==> src/rtl/tt_compare_acc.sv <==
// Per-sample comparison accumulator: counts mismatching table bits and
// remembers the index of the first mismatch seen in sweep order.
module tt_compare_acc #(
  parameter int N_IN = 4
) (
  input  logic            clk,
  input  logic            rst,
  input  logic            i_clear,
  input  logic            i_en,
  input  logic [N_IN-1:0] i_idx,
  input  logic            i_bit,
  input  logic            i_exp,
  output logic [N_IN:0]   o_fail_count,
  output logic [N_IN-1:0] o_first_fail
);

  logic [N_IN:0]   r_fail_count;
  logic [N_IN-1:0] r_first_fail;

  // Accumulate mismatches; a zero count means no mismatch has been recorded yet.
  always_ff @(posedge clk) begin
    if (rst || i_clear) begin
      r_fail_count <= '0;
      r_first_fail <= '0;
    end else if (i_en && (i_bit != i_exp)) begin
      if (r_fail_count == '0) begin
        r_first_fail <= i_idx;
      end
      r_fail_count <= r_fail_count + (N_IN+1)'(1);
    end
  end

  assign o_fail_count = r_fail_count;
  assign o_first_fail = r_first_fail;

endmodule

==> config.mk <==
export PLATFORM = sky130hd
export DESIGN_NAME = tt_compare_acc
export DESIGN_NICKNAME = d
export VERILOG_FILES = /design/src/rtl/tt_compare_acc.sv
export SDC_FILE = /design/constraint.sdc
export NUM_CORES = 1
export LEC_CHECK = 0
export CORE_AREA = 2 2 39 41
export CTS_CLUSTER_SIZE = 30
export DETAILED_ROUTE_END_ITERATION = 7
export DIE_AREA = 0 0 41 43
export HOLD_SLACK_MARGIN = 0.05
export PLACE_DENSITY = 0.7
export REMOVE_ABC_BUFFERS = 1
export SKIP_LAST_GASP = 1
export SLEW_MARGIN = 5
export SYNTH_ARGS = -nofsm -noshare
export SYNTH_HDL_FRONTEND = slang
export SYNTH_SLANG_ARGS = --single-unit
==> constraint.sdc <==
create_clock -name clk -period 2.1 [get_ports clk]
set_clock_uncertainty 0.2 [all_clocks]
set_input_delay 0.42 -clock clk [delete_from_list [all_inputs] [get_ports clk]]
set_output_delay 0.42 -clock clk [all_outputs]
set_load 0.02 [all_outputs]
=== Word-level counts from Yosys, hierarchy flattened ===
Cells that the tools add are included.

* Equality and inequality tests: 1
* Reductions and logical operators: 4
* $add $sub $neg: 1

{| class="wikitable"
|+ Operators by type and width
! kind !! number
|-
| $add A5 B1 Y5 const B || 1
|-
| $logic_not A5 Y1 || 1
|-
| $reduce_and A2 Y1 || 1
|-
| $logic_and A1 B1 Y1 || 1
|-
| $logic_or A1 B1 Y1 || 1
|-
| $ne A1 B1 Y1 || 1
|}

* Input bits: 10
* Bits in registers: 9
* Output and inout port bits: 9
* Word-level logic and storage cells: 8

=== Depth between registers and ports, before layout ===
Gate-level depths: netlist of run 1.

* Depth in word-level cells: 3
* Gate-level depth with buffers: 5
* Mapped depth without buffers: 5

=== Worst setup path before layout of run 1 ===
No wires, ideal clock.

* Kind: register to register
* From: register r_fail_count[0], in the netlist o_fail_count[0]
* To: register r_first_fail[0], in the netlist o_first_fail[0]
* Cell stages (with the launch flop): 6
* Arrival: 1.361 ns
* Path slack: 0.408 ns
* Period minus slack after synthesis: 1.692 ns
* Data required time: 1.770 ns
* Cell sequence: dfxtp_1 > inv_1 > ha_1 > or4b_4 > o31ai_1 > a21oi_1

* Longest elaborated chain between the ends: 2

{| class="wikitable"
|+ Ends and longest elaborated chain
! element !! RTL line !! RTL
|-
| start, declared || 17 || <nowiki>logic [N_IN:0] r_fail_count;</nowiki>
|-
| start signal, assigned || 29 || <nowiki>r_fail_count <= r_fail_count + (N_IN+1)'(1);</nowiki>
|-
| $logic_not A5 Y1 || 26 || <nowiki>if (r_fail_count == '0) begin</nowiki>
|-
| $reduce_and A2 Y1 (no source line) || - ||
|-
| end signal, assigned || 27 || <nowiki>r_first_fail <= i_idx;</nowiki>
|-
| end, declared || 18 || <nowiki>logic [N_IN-1:0] r_first_fail;</nowiki>
|}

No other way between the ends.
A chain may end at the register's enable or synchronous reset.

=== Final worst setup path of run 1 ===
* From: register r_fail_count[2], in the netlist o_fail_count[2]
* To: output o_fail_count[2]

{| class="wikitable"
|+ RTL lines
! element !! RTL line !! RTL
|-
| end, declared || 13 || <nowiki>output logic [N_IN:0] o_fail_count,</nowiki>
|}

No word-level cell between the ends.

==> results of run 1 <==
==> sequential cells by signal, summed over array words and instances, names as in the netlist <==
register and count:
o_fail_count 5, o_first_fail 4
==> layout by cell type (no fill, tap or decap) <==
cell type / count
o31ai_1: 5
a21oi_1: 9
xnor2_1: 1
ha_1: 2
inv_1: 4
clkdlybuf4s50_1: 18
clkbuf_1: 1
clkbuf_4: 3
or4b_4: 1
or2_2: 1
or4_1: 1
nand4_1: 6
buf_4: 5
xor2_1: 1
nand3_1: 2
nor4b_1: 1
or3_1: 2
dfxtp_1: 9
o21ai_0: 4
==> kinds of logic (layout without fill, tap and decap cells) <==
logic type               after synthesis  count (layout)
AO/OA/AOI/OAI                         18              18
XOR/XNOR                               2               2
adder cells (fa/ha/maj)                2               2
buffers and inverters                  7              31
flip-flops                             9               9
AND/OR/NAND/NOR                       14              14
==> through the flow <==
stage / hold WS [ns] / cells
after global placement: 0.2657 / 88
final: 0.2752 / 92
after detailed placement: 0.2686 / 88
after CTS: 0.2770 / 92
after global routing: 0.3047 / 92
after floorplan: 0.3480 / 49
==> layout make-up <==
cell class / count / area [µm²] / area share [%]
Clock buffer: 4 / 26.28 / 3.750
Inverter: 4 / 15.01 / 2.143
Multi-Input combinational cell: 36 / 241.5 / 34.46
Sequential cell: 9 / 180.2 / 25.71
Tap cell: 16 / 20.02 / 2.857
Timing Repair Buffer: 23 / 217.7 / 31.07
==> worst min-delay path: stages, from the launching register on <==
cell and delay (ns):
dfxtp_1 0.31, o31ai_1 0.06, a21oi_1 0.06
==> power by group through the flow <==
stage,clock network (W),registers [W],logic [W]
after floorplan,0,0.000183,0.0000225
after global placement,0,0.000180,0.0000652
after detailed placement,0,0.000180,0.0000677
after CTS,0.000138,0.000176,0.0000678
after global routing,0.000148,0.000176,0.0000718
final,0.000134,0.000176,0.0000683
==> layer usage <==
| metal | vias to the layer above | routed length (µm) | global-route usage [%] |
|---|---|---|---|
| met3 | 2 | 35 | 3.141 |
| met5 | - | 0 | 0 |
| met1 | 232 | 517 | 17.86 |
| met4 | 0 | 17 | 8.000 |
| li1 | 245 | - | - |
| met2 | 10 | 617 | 22.81 |
==> cell usage after synthesis (all sizes together) <==
cell type	n	area share, %
nor4b	1	1.9
or3	2	2.7
ha	2	5.4
or4b	1	3.0
xnor2	1	1.9
a21oi	9	9.8
inv	4	3.3
xor2	1	1.9
buf	3	4.9
dfxtp	9	39
o31ai	5	8.2
or2	1	1.4
or4	1	1.6
o21ai	4	4.4
nand4	6	8.2
nand3	2	2.2
==> worst max-delay path by stage <==
stage                     slack (ns)                      endpoint
after floorplan                 0.42  o_first_fail[0]$_SDFFE_PP0P_
after global placement          0.13  o_fail_count[2]$_SDFFE_PP0P_
after detailed placement        0.09  o_fail_count[2]$_SDFFE_PP0P_
after CTS                       0.14               o_fail_count[2]
after global routing            0.08               o_fail_count[2]
final                           0.15               o_fail_count[2]
==> out/qor.yml, run 1 <==
run_status:
  outcome: "finished clean"
finish:
  utilization_pct: 50.63
  drive_above_1_share_pct: 13.16
  fin_nets: 89
  antenna_cells: 0
  n_fill_cell: 130
  design_area_um2: 700.7
  area_delta_synth_final_pct: 52.59
detailed_routing:
  vias: 489
  routed_via_density: 5.315
  dr.pass1.iters: 4
  wl_um: 1187
  drc: 0
  wl_per_cell_um: 12.90
  drt-initial-drc-count: 9
  ant_nets: 0
setup_path:
  rr_endpoint: "o_first_fail[1]$_SDFFE_PP0P_"
  cp_max_fo: 7
  cp_slowest_cell: "clkdlybuf4s50_1"
  cp-end-kind: "output port"
  worstPathArrival_ns: 1.33
  r2r_cells: 5
  path_buf_inv: 1
  r2r_start: "o_fail_count[0]$_SDFFE_PP0P_"
  critPathMaxStageDelay_ns: 0.64
  startpoint_type: "register"
  rrSetupSlack_ns: 0.37
  cp-startpoint: "o_fail_count[2]$_SDFFE_PP0P_"
  critPathRequiredTime_ns: 1.48
  path_cells: "clkdlybuf4s50_1"
  cp.depth: 1
  path_delay_family: "buffers and inverters"
  critPathKind: "register to output port"
die:
  die_w_um: 41
  fp.dieH_um: 43
  row_count: 14
  ios: 19
  core_area_um2: 1384
  die_area_um2: 1763
  start_util_pct: 33.18
pwr:
  seqPwrFrac_pct: 46.4
  leakagePower_nw: 0.2468
  switching_share_pct: 25.38
  clkPwrFrac_pct: 35.5
  p_sw_w: 0.00009598
  ir_worst_vdd_mv: 0.2490
  internal_power_w: 0.0002822
  design_power_total_w: 0.0003782
  combPwrFrac_pct: 18.1
  power_density_nw_per_um2: 539.7
sta:
  drv_slew: 0
  final_hold_viol_count: 0
  max_freq_mhz: 513.3
  fin_crit_sh_pct: 92.76
  setup_slack_ns: 0.1520
  fin_setup_tns_ns: 0
  period_needed_ns: 1.948
  worst_pin_slew_ns: 0.4981
  setup_viol: 0
  grt_setup_unrepaired: "false"
  slew_headroom_pct: 66.68
worst_hold_path:
  min_delay_path_depth: 2
  hp-class: "register to register"
  hp-start: "o_first_fail[2]$_SDFFE_PP0P_"
  min_to: "o_first_fail[2]$_SDFFE_PP0P_"
placed_design:
  routabilityCongestion: 0.7346
  dp_slack_ns: 0.09397
  place_area_um2: 674.4
  hpwl_um: 915.5
  port_buffers: 18
clock_network:
  clkSinkCount: 9
  cts_tree: "built"
  cts-root-buf: "clkbuf_4"
  htreeDepth: 1
  worstSkewPairLatency_ns: 0.26
  clk_path_buf_depth: 2
  cts-resized-gates: 0
  cts_hold_buffers: 0
  cts_buffers: 3
  post_cts_buffers: 0
  path_clk_slew_ns: 0.06
synth:
  synth-xor-area-share_pct: 3.815
  synth-simple-area-share_pct: 20.98
  synth-compound-area-share_pct: 22.34
  synth-seq-cells: 9
  avgSynthCellArea_um2: 8.831
  synth_top_family_by_area: "compound AO/OA/AOI/OAI gates"
  synthMuxAreaShare_pct: 0
  synthCells: 52
  synth_cell_types: 18
  ys.warnings.count: 0
  ys_seq_area_share_pct: 39.24
  synthAdderAreaFrac_pct: 5.450
  netlist_area_um2: 459.2
grt:
  grt_overflow: 0
  grt_max_degree: 13
  grt_pass1_wl_um: 1731
  grtUsageTotal_pct: 14.70
  antenna_found_initial: 0
  grt_pass1_vias: 425
run:
  drv_cap: 0
Note: power is estimated with default switching activity, not from simulation.
==> run 2: changes to the inputs <==
Settings changed: CAP_MARGIN from default to 5, CTS_BUF_LIST from default to sky130_fd_sc_hd__clkbuf_2 sky130_fd_sc_hd__clkbuf_4 sky130_fd_sc_hd__clkbuf_8, PLACE_DENSITY 0.7 to default, PLACE_DENSITY_LB_ADDON from default to 0.15.
==> run 2 against run 1 <==
Against the previous run: combinational power fell by 6.3%; critical endpoint unchanged; first-iteration DRC count fell by 44%; sequential cell count did not move; routed wire length fell by 18%; hold slack got worse by 0.0061 ns; sequential share of layout area rose by 0.14 points; non-clock buffer count fell by 1.
==> out/qor.yml, run 2 (synthesis gave the netlist of run 1 again) <==
run_status:
  outcome: "finished clean"
clock_network:
  cts-root-buf: "clkbuf_4"
  cts_buffers: 3  # unchanged
  htreeDepth: 1  # unchanged
  cts_tree: "built"
  post_cts_buffers: 0  # unchanged
  worstSkewPairLatency_ns: 0.26  # about the same
  cts-resized-gates: 0  # unchanged
  path_clk_slew_ns: 0.06  # about the same
  clk_path_buf_depth: 2  # unchanged
  clkSinkCount: 9  # unchanged
  cts_hold_buffers: 0  # unchanged
setup_path:
  rr_endpoint: "o_first_fail[3]$_SDFFE_PP0P_"
  worstPathArrival_ns: 1.34  # about the same
  path_cells: "clkdlybuf4s50_1"
  cp.depth: 1  # unchanged
  cp-startpoint: "o_fail_count[2]$_SDFFE_PP0P_"
  cp_max_fo: 7  # unchanged
  rrSetupSlack_ns: 0.41  # +0.04 ns
  path_delay_family: "buffers and inverters"
  critPathRequiredTime_ns: 1.48  # about the same
  r2r_start: "o_fail_count[0]$_SDFFE_PP0P_"
  path_buf_inv: 1  # unchanged
  startpoint_type: "register"
  critPathMaxStageDelay_ns: 0.64  # about the same
  r2r_cells: 5  # unchanged
  cp_slowest_cell: "clkdlybuf4s50_1"
  critPathKind: "register to output port"
  crit_end: "o_fail_count[2]"
  cp-end-kind: "output port"
die:
  fp.dieH_um: 43  # unchanged
  row_count: 14  # unchanged
  core_area_um2: 1384  # unchanged
  ios: 19  # unchanged
  start_util_pct: 33.18  # unchanged
  die_w_um: 41  # unchanged
  die_area_um2: 1763  # unchanged
finish:
  area_delta_synth_final_pct: 51.77
  fin_nets: 88  # -1.1%
  final_cell_mix: "clkdlybuf4s50_1 (18), a21oi_1 (9), dfxtp_1 (9), nand4_1 (6), o31ai_1 (5)"
  final_common_cell: "clkdlybuf4s50_1"
  drive_above_1_share_pct: 13.33  # +0.18 points
  antenna_cells: 0  # unchanged
  largest_reg_flops: 5  # unchanged
grt:
  globalRoute.busiestLayer: "met1"
  met1_usage_pct: 20.45  # +2.6 points
  grt_pass1_wl_um: 1704  # -1.6%
  antenna_found_initial: 0  # unchanged
  grtUsageTotal_pct: 14.20  # -0.50 points
  grt_pass1_vias: 416  # -2.1%
  met2_usage_pct: 17.81  # -5.0 points
  met3_usage_pct: 3.141  # unchanged
  grt_max_degree: 13  # unchanged
  grt_overflow: 0  # unchanged
placed_design:
  hpwl_um: 723.9  # -21%
  routabilityCongestion: 0.7926  # +7.9%
  dp_slack_ns: 0.1233  # +0.02937 ns
  port_buffers: 18  # unchanged
sta:
  grt_setup_unrepaired: "false"
  fin_crit_sh_pct: 93.36  # +0.59 points
  period_needed_ns: 1.960  # +0.01242 ns
  drv_slew: 0  # unchanged
  setup_viol: 0  # unchanged
  worst_pin_slew_ns: 0.4396  # -0.05854 ns
  max_freq_mhz: 510.1  # -0.63%
  setup_slack_ns: 0.1395  # -0.01242 ns
  fin_setup_tns_ns: 0  # unchanged
  final_hold_viol_count: 0  # unchanged
  slew_headroom_pct: 70.60  # +3.9 points
detailed_routing:
  vias: 467  # -4.5%
  drt-initial-drc-count: 5  # -4
  routed_via_density: 5.132  # -3.4%
  wl_per_cell_um: 10.69  # -17%
  dr.pass1.iters: 4  # unchanged
  drc: 0  # unchanged
  wl_um: 973  # -18%
  ant_nets: 0  # unchanged
pwr:
  combPwrFrac_pct: 16.4  # -1.7 points
  ir_worst_vdd_mv: 0.3168  # +27%
  leakagePower_nw: 0.2454  # -0.56%
  clkPwrFrac_pct: 38.6  # +3.1 points
  power_density_nw_per_um2: 559.5  # +3.7%
  p_sw_w: 0.00009604  # about the same
  internal_power_w: 0.0002939  # +4.2%
  seqPwrFrac_pct: 45.0  # -1.4 points
  switching_share_pct: 24.63  # -0.75 points
run:
  drv_cap: 0  # unchanged
worst_hold_path:
  hp-class: "register to register"
run 2: worst min-delay path: stages (launching register included):
cell and delay (ns):
dfxtp_1 0.31, o31ai_1 0.06, a21oi_1 0.06
run 2: how the worst min path moves through the flow:
stage	start	to	slack [ns]	depth (start not counted)
floorplan	o_first_fail[0]$_SDFFE_PP0P_	o_first_fail[0]$_SDFFE_PP0P_	0.35	2
global placement	o_first_fail[1]$_SDFFE_PP0P_	o_first_fail[1]$_SDFFE_PP0P_	0.26	2
detailed placement	o_first_fail[2]$_SDFFE_PP0P_	o_first_fail[2]$_SDFFE_PP0P_	0.27	2
CTS	o_first_fail[2]$_SDFFE_PP0P_	o_first_fail[2]$_SDFFE_PP0P_	0.28	2
global route	o_first_fail[2]$_SDFFE_PP0P_	o_first_fail[2]$_SDFFE_PP0P_	0.30	2
finish	o_first_fail[2]$_SDFFE_PP0P_	o_first_fail[2]$_SDFFE_PP0P_	0.27	2
run 2: final cells by class:
class / count / area, µm²
clock buffer: 4 / 30.03
inverter: 4 / 15.01
tap: 16 / 20.02
sequential: 9 / 180.2
timing repair buffer: 22 / 210.2
multi-input combinational: 36 / 241.5
fill: 141 / 686.9
run 2: through the flow:
stage / total power (W) / hold slack [ns] / utilization [%] / area (µm²) / std cells
after floorplan: 0.0002053 / 0.3480 / - / 436.7 / 49
after global placement: 0.0002435 / 0.2635 / 48.19 / 666.9 / 87
after detailed placement: 0.0002435 / 0.2677 / 48.19 / 666.9 / 87
after CTS: 0.0003927 / 0.2760 / 50.36 / 696.9 / 91
after global routing: 0.0004081 / 0.3001 / 50.36 / 696.9 / 91
final: 0.0003899 / 0.2691 / 50.36 / 696.9 / 91
run 2: metal layers:
metal,up-vias,share of wire (%)
met5,-,0
met4,0,1.2
met3,2,4.8
met2,13,47
met1,206,46
li1,246,-
run 2: power groups by stage:
stage	sequential (W)	clock [W]	combinational [W]
6_report	0.000176	0.000150	0.0000640
5_1_grt	0.000176	0.000163	0.0000692
4_1_cts	0.000176	0.000153	0.0000641
3_5_place_dp	0.000180	0	0.0000639
3_3_place_gp	0.000180	0	0.0000639
2_1_floorplan	0.000183	0	0.0000225
==> run 3: changes to the inputs <==
Settings changed: RECOVER_POWER from default to 25.
==> run 3 against run 2 <==
Against the previous run: sequential share of layout area is 0.093 points higher; final cell count stayed put; total power is 0.41% lower; worst setup slack hardly changed; routed wire length stayed put; critical path depth stayed put; sequential cell count stayed put; clock power hardly changed; critical endpoint unchanged; highest routed layer unchanged.
==> out/qor.yml, run 3 (synthesis gave the netlist of run 1 again) <==
setup_path:
  cp-startpoint: "o_fail_count[2]$_SDFFE_PP0P_"
  critPathMaxStageDelay_ns: 0.64  # about the same
  cp-end-kind: "output port"
  critPathRequiredTime_ns: 1.48  # about the same
  cp_slowest_cell: "clkdlybuf4s50_1"
  path_cells: "clkdlybuf4s50_1"
  r2r_cells: 5  # unchanged
  cp_max_fo: 7  # unchanged
  startpoint_type: "register"
  worstPathArrival_ns: 1.34  # about the same
  r2r_start: "o_fail_count[0]$_SDFFE_PP0P_"
  path_buf_inv: 1  # unchanged
  crit_end: "o_fail_count[2]"
  rr_endpoint: "o_first_fail[3]$_SDFFE_PP0P_"
  cp.depth: 1  # unchanged
  critPathKind: "register to output port"
  path_delay_family: "buffers and inverters"
  rrSetupSlack_ns: 0.41  # about the same
grt:
  grt_overflow: 0  # unchanged
  grtUsageTotal_pct: 14.20  # unchanged
  antenna_found_initial: 0  # unchanged
  grt_max_degree: 13  # unchanged
  grt_pass1_wl_um: 1704  # unchanged
  grt_pass1_vias: 416  # unchanged
sta:
  max_freq_mhz: 510.1  # about the same
  period_needed_ns: 1.960  # -0.00001800 ns
  whs_ns: 0.2691  # unchanged
  final_hold_viol_count: 0  # unchanged
  drv_slew: 0  # unchanged
  slew_headroom_pct: 70.60  # unchanged
  grt_setup_unrepaired: "false"
  setup_viol: 0  # unchanged
  fin_setup_tns_ns: 0  # unchanged
  worst_pin_slew_ns: 0.4396  # unchanged
  fin_crit_sh_pct: 93.35  # about the same
finish:
  instances_no_fill: 91  # unchanged
  largest_reg_flops: 5  # unchanged
  multi_input_area_um2: 241.5  # unchanged
  seqCellArea_um2: 180.2  # unchanged
  final_common_cell: "clkdlybuf4s50_1"
  antenna_cells: 0  # unchanged
  utilization_pct: 50.18  # -0.18 points
  final_cell_mix: "clkdlybuf4s50_1 (17), a21oi_1 (9), dfxtp_1 (9), nand4_1 (6), o31ai_1 (5)"
  fin_nets: 88  # unchanged
  area_delta_synth_final_pct: 51.23
  n_fill_cell: 141  # unchanged
  drive_above_1_share_pct: 13.33  # unchanged
detailed_routing:
  wl_um: 973  # unchanged
  wl_per_cell_um: 10.69  # unchanged
  ant_nets: 0  # unchanged
  drc: 0  # unchanged
  drt-initial-drc-count: 5  # unchanged
  routed_via_density: 5.121  # -0.21%
  vias: 466  # -0.21%
  dr.pass1.iters: 4  # unchanged
run_status:
  outcome: "finished clean"
pwr:
  ir_worst_vdd_mv: 0.3168  # about the same
  power_density_nw_per_um2: 559.2  # about the same
  leakagePower_nw: 0.2450  # -0.16%
clock_network:
  cts_tree: "built"
  htreeDepth: 1  # unchanged
  post_cts_buffers: 0  # unchanged
  clkSinkCount: 9  # unchanged
  cts-resized-gates: 0  # unchanged
  cts_buffers: 3  # unchanged
  clk_path_buf_depth: 2  # unchanged
  path_clk_slew_ns: 0.06  # about the same
  cts_hold_buffers: 0  # unchanged
  worstSkewPairLatency_ns: 0.26  # about the same
  cts-root-buf: "clkbuf_4"
placed_design:
  port_buffers: 18  # unchanged
  hpwl_um: 723.9  # unchanged
  routabilityCongestion: 0.7926  # unchanged
  placedCellCount: 87  # unchanged
worst_hold_path:
  hp-class: "register to register"
die:
  ios: 19  # unchanged
  fp.dieH_um: 43  # unchanged
  row_count: 14  # unchanged
  die_w_um: 41  # unchanged
  die_area_um2: 1763  # unchanged
  core_area_um2: 1384  # unchanged
  start_util_pct: 33.18  # unchanged
run:
  drv_cap: 0  # unchanged
[run 3: changes by cell type in the layout (fill, tap and decap cells not counted)]
cell and change:
buf_4 -1, clkbuf_2 +1, clkdlybuf4s50_1 -1, dlygate4sd3_1 +1
[run 3: cell type report]
cell class | instances | area share, %
multi-input cells | 36 | 34.77
repair buffers | 22 | 29.91
flip-flops and latches | 9 | 25.95
clock buffers | 4 | 4.324
well taps | 16 | 2.883
inverters | 4 | 2.162
[run 3: power by group]
part	switching (W)	leakage (nW)	internal, W
combinational	0.0000299	0.154	0.0000324
sequential	0.00000209	0.0728	0.000174
clock	0.0000640	0.0184	0.0000863
[run 3: worst min path at each step]
stage | cells past startpoint | slack (ns) | startpoint | end
2_1_floorplan | 2 | 0.35 | o_first_fail[0]$_SDFFE_PP0P_ | o_first_fail[0]$_SDFFE_PP0P_
3_3_place_gp | 2 | 0.26 | o_first_fail[1]$_SDFFE_PP0P_ | o_first_fail[1]$_SDFFE_PP0P_
3_5_place_dp | 2 | 0.27 | o_first_fail[2]$_SDFFE_PP0P_ | o_first_fail[2]$_SDFFE_PP0P_
4_1_cts | 2 | 0.28 | o_first_fail[2]$_SDFFE_PP0P_ | o_first_fail[2]$_SDFFE_PP0P_
5_1_grt | 2 | 0.30 | o_first_fail[2]$_SDFFE_PP0P_ | o_first_fail[2]$_SDFFE_PP0P_
6_report | 2 | 0.27 | o_first_fail[2]$_SDFFE_PP0P_ | o_first_fail[2]$_SDFFE_PP0P_
[run 3: metal layers]
layer  track usage [%]  vias up  routed length (µm)
li1                  -      246                   -
met1             20.45      205                 451
met2             17.81       13                 461
met3             3.141        2                  47
met4             10.00        0                  12
met5                 0        -                   0
[run 3: metrics by stage]
| step | power [W] | setup slack (ns) | instance area [µm²] |
|---|---|---|---|
| after floorplan | 0.0002053 | 0.4159 | 436.7 |
| after global placement | 0.0002435 | 0.1383 | 666.9 |
| after detailed placement | 0.0002435 | 0.1233 | 666.9 |
| after CTS | 0.0003927 | 0.1291 | 696.9 |
| after global routing | 0.0004065 | 0.06364 | 694.4 |
| final | 0.0003883 | 0.1396 | 694.4 |
==> edit 1 (config.mk and constraints of run 3) <==
The parameter `N_IN` goes from 4 to 3.
--- a/src/rtl/tt_compare_acc.sv
+++ b/src/rtl/tt_compare_acc.sv
@@ -3,3 +3,3 @@
 module tt_compare_acc #(
-  parameter int N_IN = 4
+  parameter int N_IN = 3
 ) (
Ports: changed (resized i_idx, o_fail_count and o_first_fail); port bits go from 19 to 16. No check against the original RTL was run, so the function may have changed too.
==> edit 1 against run 3 <==
- wire length decreased by 27%
- final area shrank 18%
- worst setup slack better by 0.053 ns
- global-route usage shrank 4.6 points
- sequential power down 22%
- total power shrank 18%
- area after synthesis shrank 23%
- sequential cell count down 2
- register-to-register slack better by 0.40 ns
- sequential share of layout area shrank 1.2 points
==> edit 1: results (changes against run 3) <==
Status
  – Outcome: completed (unchanged)

Synth
  – Cells after Synth: 40 (was 52)
  – Ys async rst share: 0% (unchanged)
  – Register area share after synthesis: 39.86% (was 39.24%)
  – Synth area leaders: dfxtp_1, mux2i_1, nand2_1 (was dfxtp_1, a21oi_1, nand4_1)
  – Mux cell area share after synthesis: 11.39% (was 0%)
  – Synth Area in Compound Gates: 10.68% (was 22.34%)
  – Synth cell count leaders: dfxtp_1, nand2_1, mux2i_1 (was a21oi_1, dfxtp_1, nand4_1, o31ai_1)
  – Yosys cell types: 15 (was 18)
  – Synth Area in XOR/XNOR: 4.982% (was 3.815%)
  – Synth Area in Adders: 7.117% (was 5.450%)

Critical path
  – CP arrival: 1.29 ns (was 1.34 ns)
  – Highest net fanout along the worst path: 5 (was 7)
  – FF-to-FF End: o_first_fail[1]$_SDFFE_PP0P_ (was o_first_fail[3]$_SDFFE_PP0P_)
  – R2r setup slk: 0.81 ns (was 0.41 ns)
  – Reg2reg path depth: 4 (was 5)

Final layout
  – Fraction of layout cells with a size suffix above 1: 11.48% (was 13.33%)
  – Filler cell count: 140 (was 141)
  – Max reg flops: 4 (was 5)

GRT
  – Largest net degree at the start of global routing: 11 (was 13)
  – Gr usage total: 9.648% (was 14.20%)
  – Wire length of the first global-routing pass: 1090 µm (was 1704 µm)
  – Vias in the first global route: 270 (was 416)
  – Initial antenna violation count: 0 (unchanged)

Clocking
  – Root Driver: clkbuf_4 (unchanged)
  – CTS clk-pin slew, worst paths: 0.05 ns

Route
  – First DRT Iteration DRCs: 5 (unchanged)
  – Routed via count: 339 (was 466)
  – DRT Pass-1 Iters: 3 (was 4)
  – Wirelength per Cell: 9.260 µm (was 10.69 µm)
  – Drt total wl: 713 µm (was 973 µm)

Pwr
  – Static leakage: 0.2258 nW (was 0.2450 nW)
  – Max rail drop VDD: 0.3379 mV (was 0.3168 mV)

Place
  – Dpl cells: 73 (was 87)
  – PortBufs: 15 (was 18)
  – Dpl hpwl: 575 µm (was 723.9 µm)
  – Final GP Congestion: 0.6005 (was 0.7926)

Hold path
  – Worst hold start: o_first_fail[0]$_SDFFE_PP0P_ (was o_first_fail[2]$_SDFFE_PP0P_)
  – Worst hold-check path type: reg2reg (unchanged)
  – Hold Path End: o_first_fail[0]$_SDFFE_PP0P_ (was o_first_fail[2]$_SDFFE_PP0P_)

STA
  – Actual slew at the worst max-slew pin: 0.3236 ns (was 0.4396 ns)
-- edit 1: through the flow --
step | setup slack (ns) | area, µm² | total power [W] | hold WS, ns
floorplan | 0.7805 | 351.6 | 0.0001611 | 0.3364
global placement | 0.1619 | 536.8 | 0.0001900 | 0.2575
detailed placement | 0.1523 | 536.8 | 0.0001898 | 0.2622
CTS | 0.1859 | 566.8 | 0.0003257 | 0.2691
global route | 0.1377 | 566.8 | 0.0003385 | 0.3078
finish | 0.1926 | 566.8 | 0.0003201 | 0.2651
-- edit 1: how the worst max path moves through the flow --
stage | cells past startpoint | slack [ns] | end | from
floorplan | 3 | 0.78 | o_first_fail[0]$_SDFFE_PP0P_ | i_exp
global placement | 4 | 0.16 | o_first_fail[1]$_SDFFE_PP0P_ | i_bit
detailed placement | 4 | 0.15 | o_first_fail[1]$_SDFFE_PP0P_ | i_exp
CTS | 1 | 0.19 | o_fail_count[0] | o_fail_count[0]$_SDFFE_PP0P_
global route | 1 | 0.14 | o_fail_count[0] | o_fail_count[0]$_SDFFE_PP0P_
finish | 1 | 0.19 | o_fail_count[0] | o_fail_count[0]$_SDFFE_PP0P_
-- edit 1: power by group --
| part | switching (W) | leakage (nW) | total (W) | internal, W |
|---|---|---|---|---|
| combinational | 0.0000208 | 0.151 | 0.0000488 | 0.0000280 |
| sequential | 0.00000212 | 0.0566 | 0.000138 | 0.000136 |
| clock | 0.0000483 | 0.0184 | 0.000134 | 0.0000853 |
-- edit 1: final cells by class --
class | instances | area (µm²) | area share (%)
Clock buffer | 4 | 30.03 | 5.298
Inverter | 3 | 11.26 | 1.987
Multi-Input combinational cell | 30 | 200.2 | 35.32
Sequential cell | 7 | 140.1 | 24.72
Tap cell | 16 | 20.02 | 3.532
Timing Repair Buffer | 17 | 165.2 | 29.14
-- edit 1: cell families (layout without fill, tap and decap cells) --
logic type / after synthesis / count (layout)
fa+ha+maj: 2 / 2
buf+inv: 3 / 24
xor+xnor: 2 / 2
simple gates: 16 / 16
compound gates: 6 / 6
mux: 4 / 4
flops: 7 / 7
-- edit 1: metal layers --
metal | share of wire (%) | track usage [%] | vias to the layer above
li1 | - | - | 181
met2 | 47 | 11.88 | 9
met4 | 0 | 10.00 | 0
met3 | 5.6 | 3.141 | 0
met1 | 47 | 11.94 | 149
met5 | 0 | 0 | -
==> edit 2 (config.mk and constraints of run 3) <==
Made on the original files. Register the output `o_fail_count` once more; this adds one clock of latency there. The other outputs are not delayed to match.
--- a/src/rtl/tt_compare_acc.sv
+++ b/src/rtl/tt_compare_acc.sv
@@ -32,3 +32,5 @@
 
-  assign o_fail_count = r_fail_count;
+  always_ff @(posedge clk) begin
+    o_fail_count <= r_fail_count;
+  end
   assign o_first_fail = r_first_fail;
Formal check against the unedited RTL: not equivalent (a bounded check fails within 4 cycles, from zero or initial values).
==> edit 2 against run 3 <==
- final area rose by 13%
- area after synthesis up 22%
- wire length rose by 4.5%
- non-clock buffer count fell by 1
- total power increased by 22%
- die area did not move
- first-iteration DRC count rose by 40%
- sequential cell count is 5 higher
- worst setup slack gained 0.10 ns
- via count grew 6.7%
- hold slack worse by 0.071 ns
==> edit 2: results (changes against run 3) <==
Final layout
  – Non-clock buffers: 21 (was 22)
  – Filler cell count: 127 (was 141)
  – Fin area: 782.0 µm² (was 694.4 µm²)
  – NonClk Buf Share: 25.92% (was 29.91%)
  – Register area: 280.3 µm² (was 180.2 µm²)
  – Clock buffers: 3 (was 4)
  – Final net count: 92 (was 88)
  – Layout Cells excl Fill: 94 (was 91)
  – Seq cells: 14 (was 9)
  – ClkCell Share: 2.880% (was 4.324%)

Hold path
  – Worst hold start: r_fail_count[4]$_SDFFE_PP0P_ (was o_first_fail[2]$_SDFFE_PP0P_)
  – Hold Path End: o_fail_count[4]$_DFF_P_ (was o_first_fail[2]$_SDFFE_PP0P_)

Critical path
  – Highest net fanout along the worst path: 12 (was 7)
  – CP Capture Point: r_fail_count[3]$_SDFFE_PP0P_ (was o_fail_count[2])
  – Crit path max-delay cell type: xnor2_1 (was clkdlybuf4s50_1)
  – R2r setup slk: 0.39 ns (was 0.41 ns)
  – CP startpoint: i_exp (was o_fail_count[2]$_SDFFE_PP0P_)
  – CP delay by family, top: XOR/XNOR gates (was buffers and inverters)

Synth
  – Mean area per synthesized cell: 9.812 µm² (was 8.831 µm²)
  – Register area share after synthesis: 50.11% (was 39.24%)
  – Synth cell count leaders: dfxtp_1, a21oi_1, nand4_1, o31ai_1 (was a21oi_1, dfxtp_1, nand4_1, o31ai_1)

Status
  – Outcome: completed (unchanged)

Place
  – Cell Area, Placed: 759.5 µm² (was 666.9 µm²)
  – Dpl hpwl: 765.8 µm (was 723.9 µm)
  – Pre-CTS worst setup slack: -0.04569 ns (was 0.1233 ns)
  – Dpl cells: 91 (was 87)

Pwr
  – Static leakage: 0.2764 nW (was 0.2450 nW)
  – Max rail drop VDD: 0.3084 mV (was 0.3168 mV)

Route
  – Routed via count: 497 (was 466)
  – First DRT Iteration DRCs: 7 (was 5)
  – Drt total wl: 1017 µm (was 973 µm)

STA
  – Worst setup margin: 0.2391 ns (was 0.1396 ns)

GRT
  – Vias in the first global route: 418 (was 416)
  – Wire length of the first global-routing pass: 1621 µm (was 1704 µm)
[edit 2: logic make-up (layout without fill, tap and decap cells)]
logic type / Yosys count / count (layout) / share of synthesized area (%)
AO/OA/AOI/OAI: 18 / 18 / 18.34
flip-flops: 14 / 14 / 50.11
AND/OR/NAND/NOR: 14 / 14 / 17.23
buffers and inverters: 7 / 28 / 6.710
adder cells (fa/ha/maj): 2 / 2 / 4.474
XOR/XNOR: 2 / 2 / 3.133
[edit 2: routing by layer]
layer	vias to the layer above	wire length (µm)	track usage [%]	part of all wire, %
met4	0	15	8.000	1.5
met3	2	76	4.712	7.5
met5	-	0	0	0
met2	20	447	19.06	44
met1	220	477	18.03	47
li1	255	-	-	-
[edit 2: where the power goes]
group | switching (W) | internal (W) | total (W)
clock | 0.0000748 | 0.0000664 | 0.000141
combinational | 0.0000293 | 0.0000316 | 0.0000609
sequential | 0.00000214 | 0.000269 | 0.000271
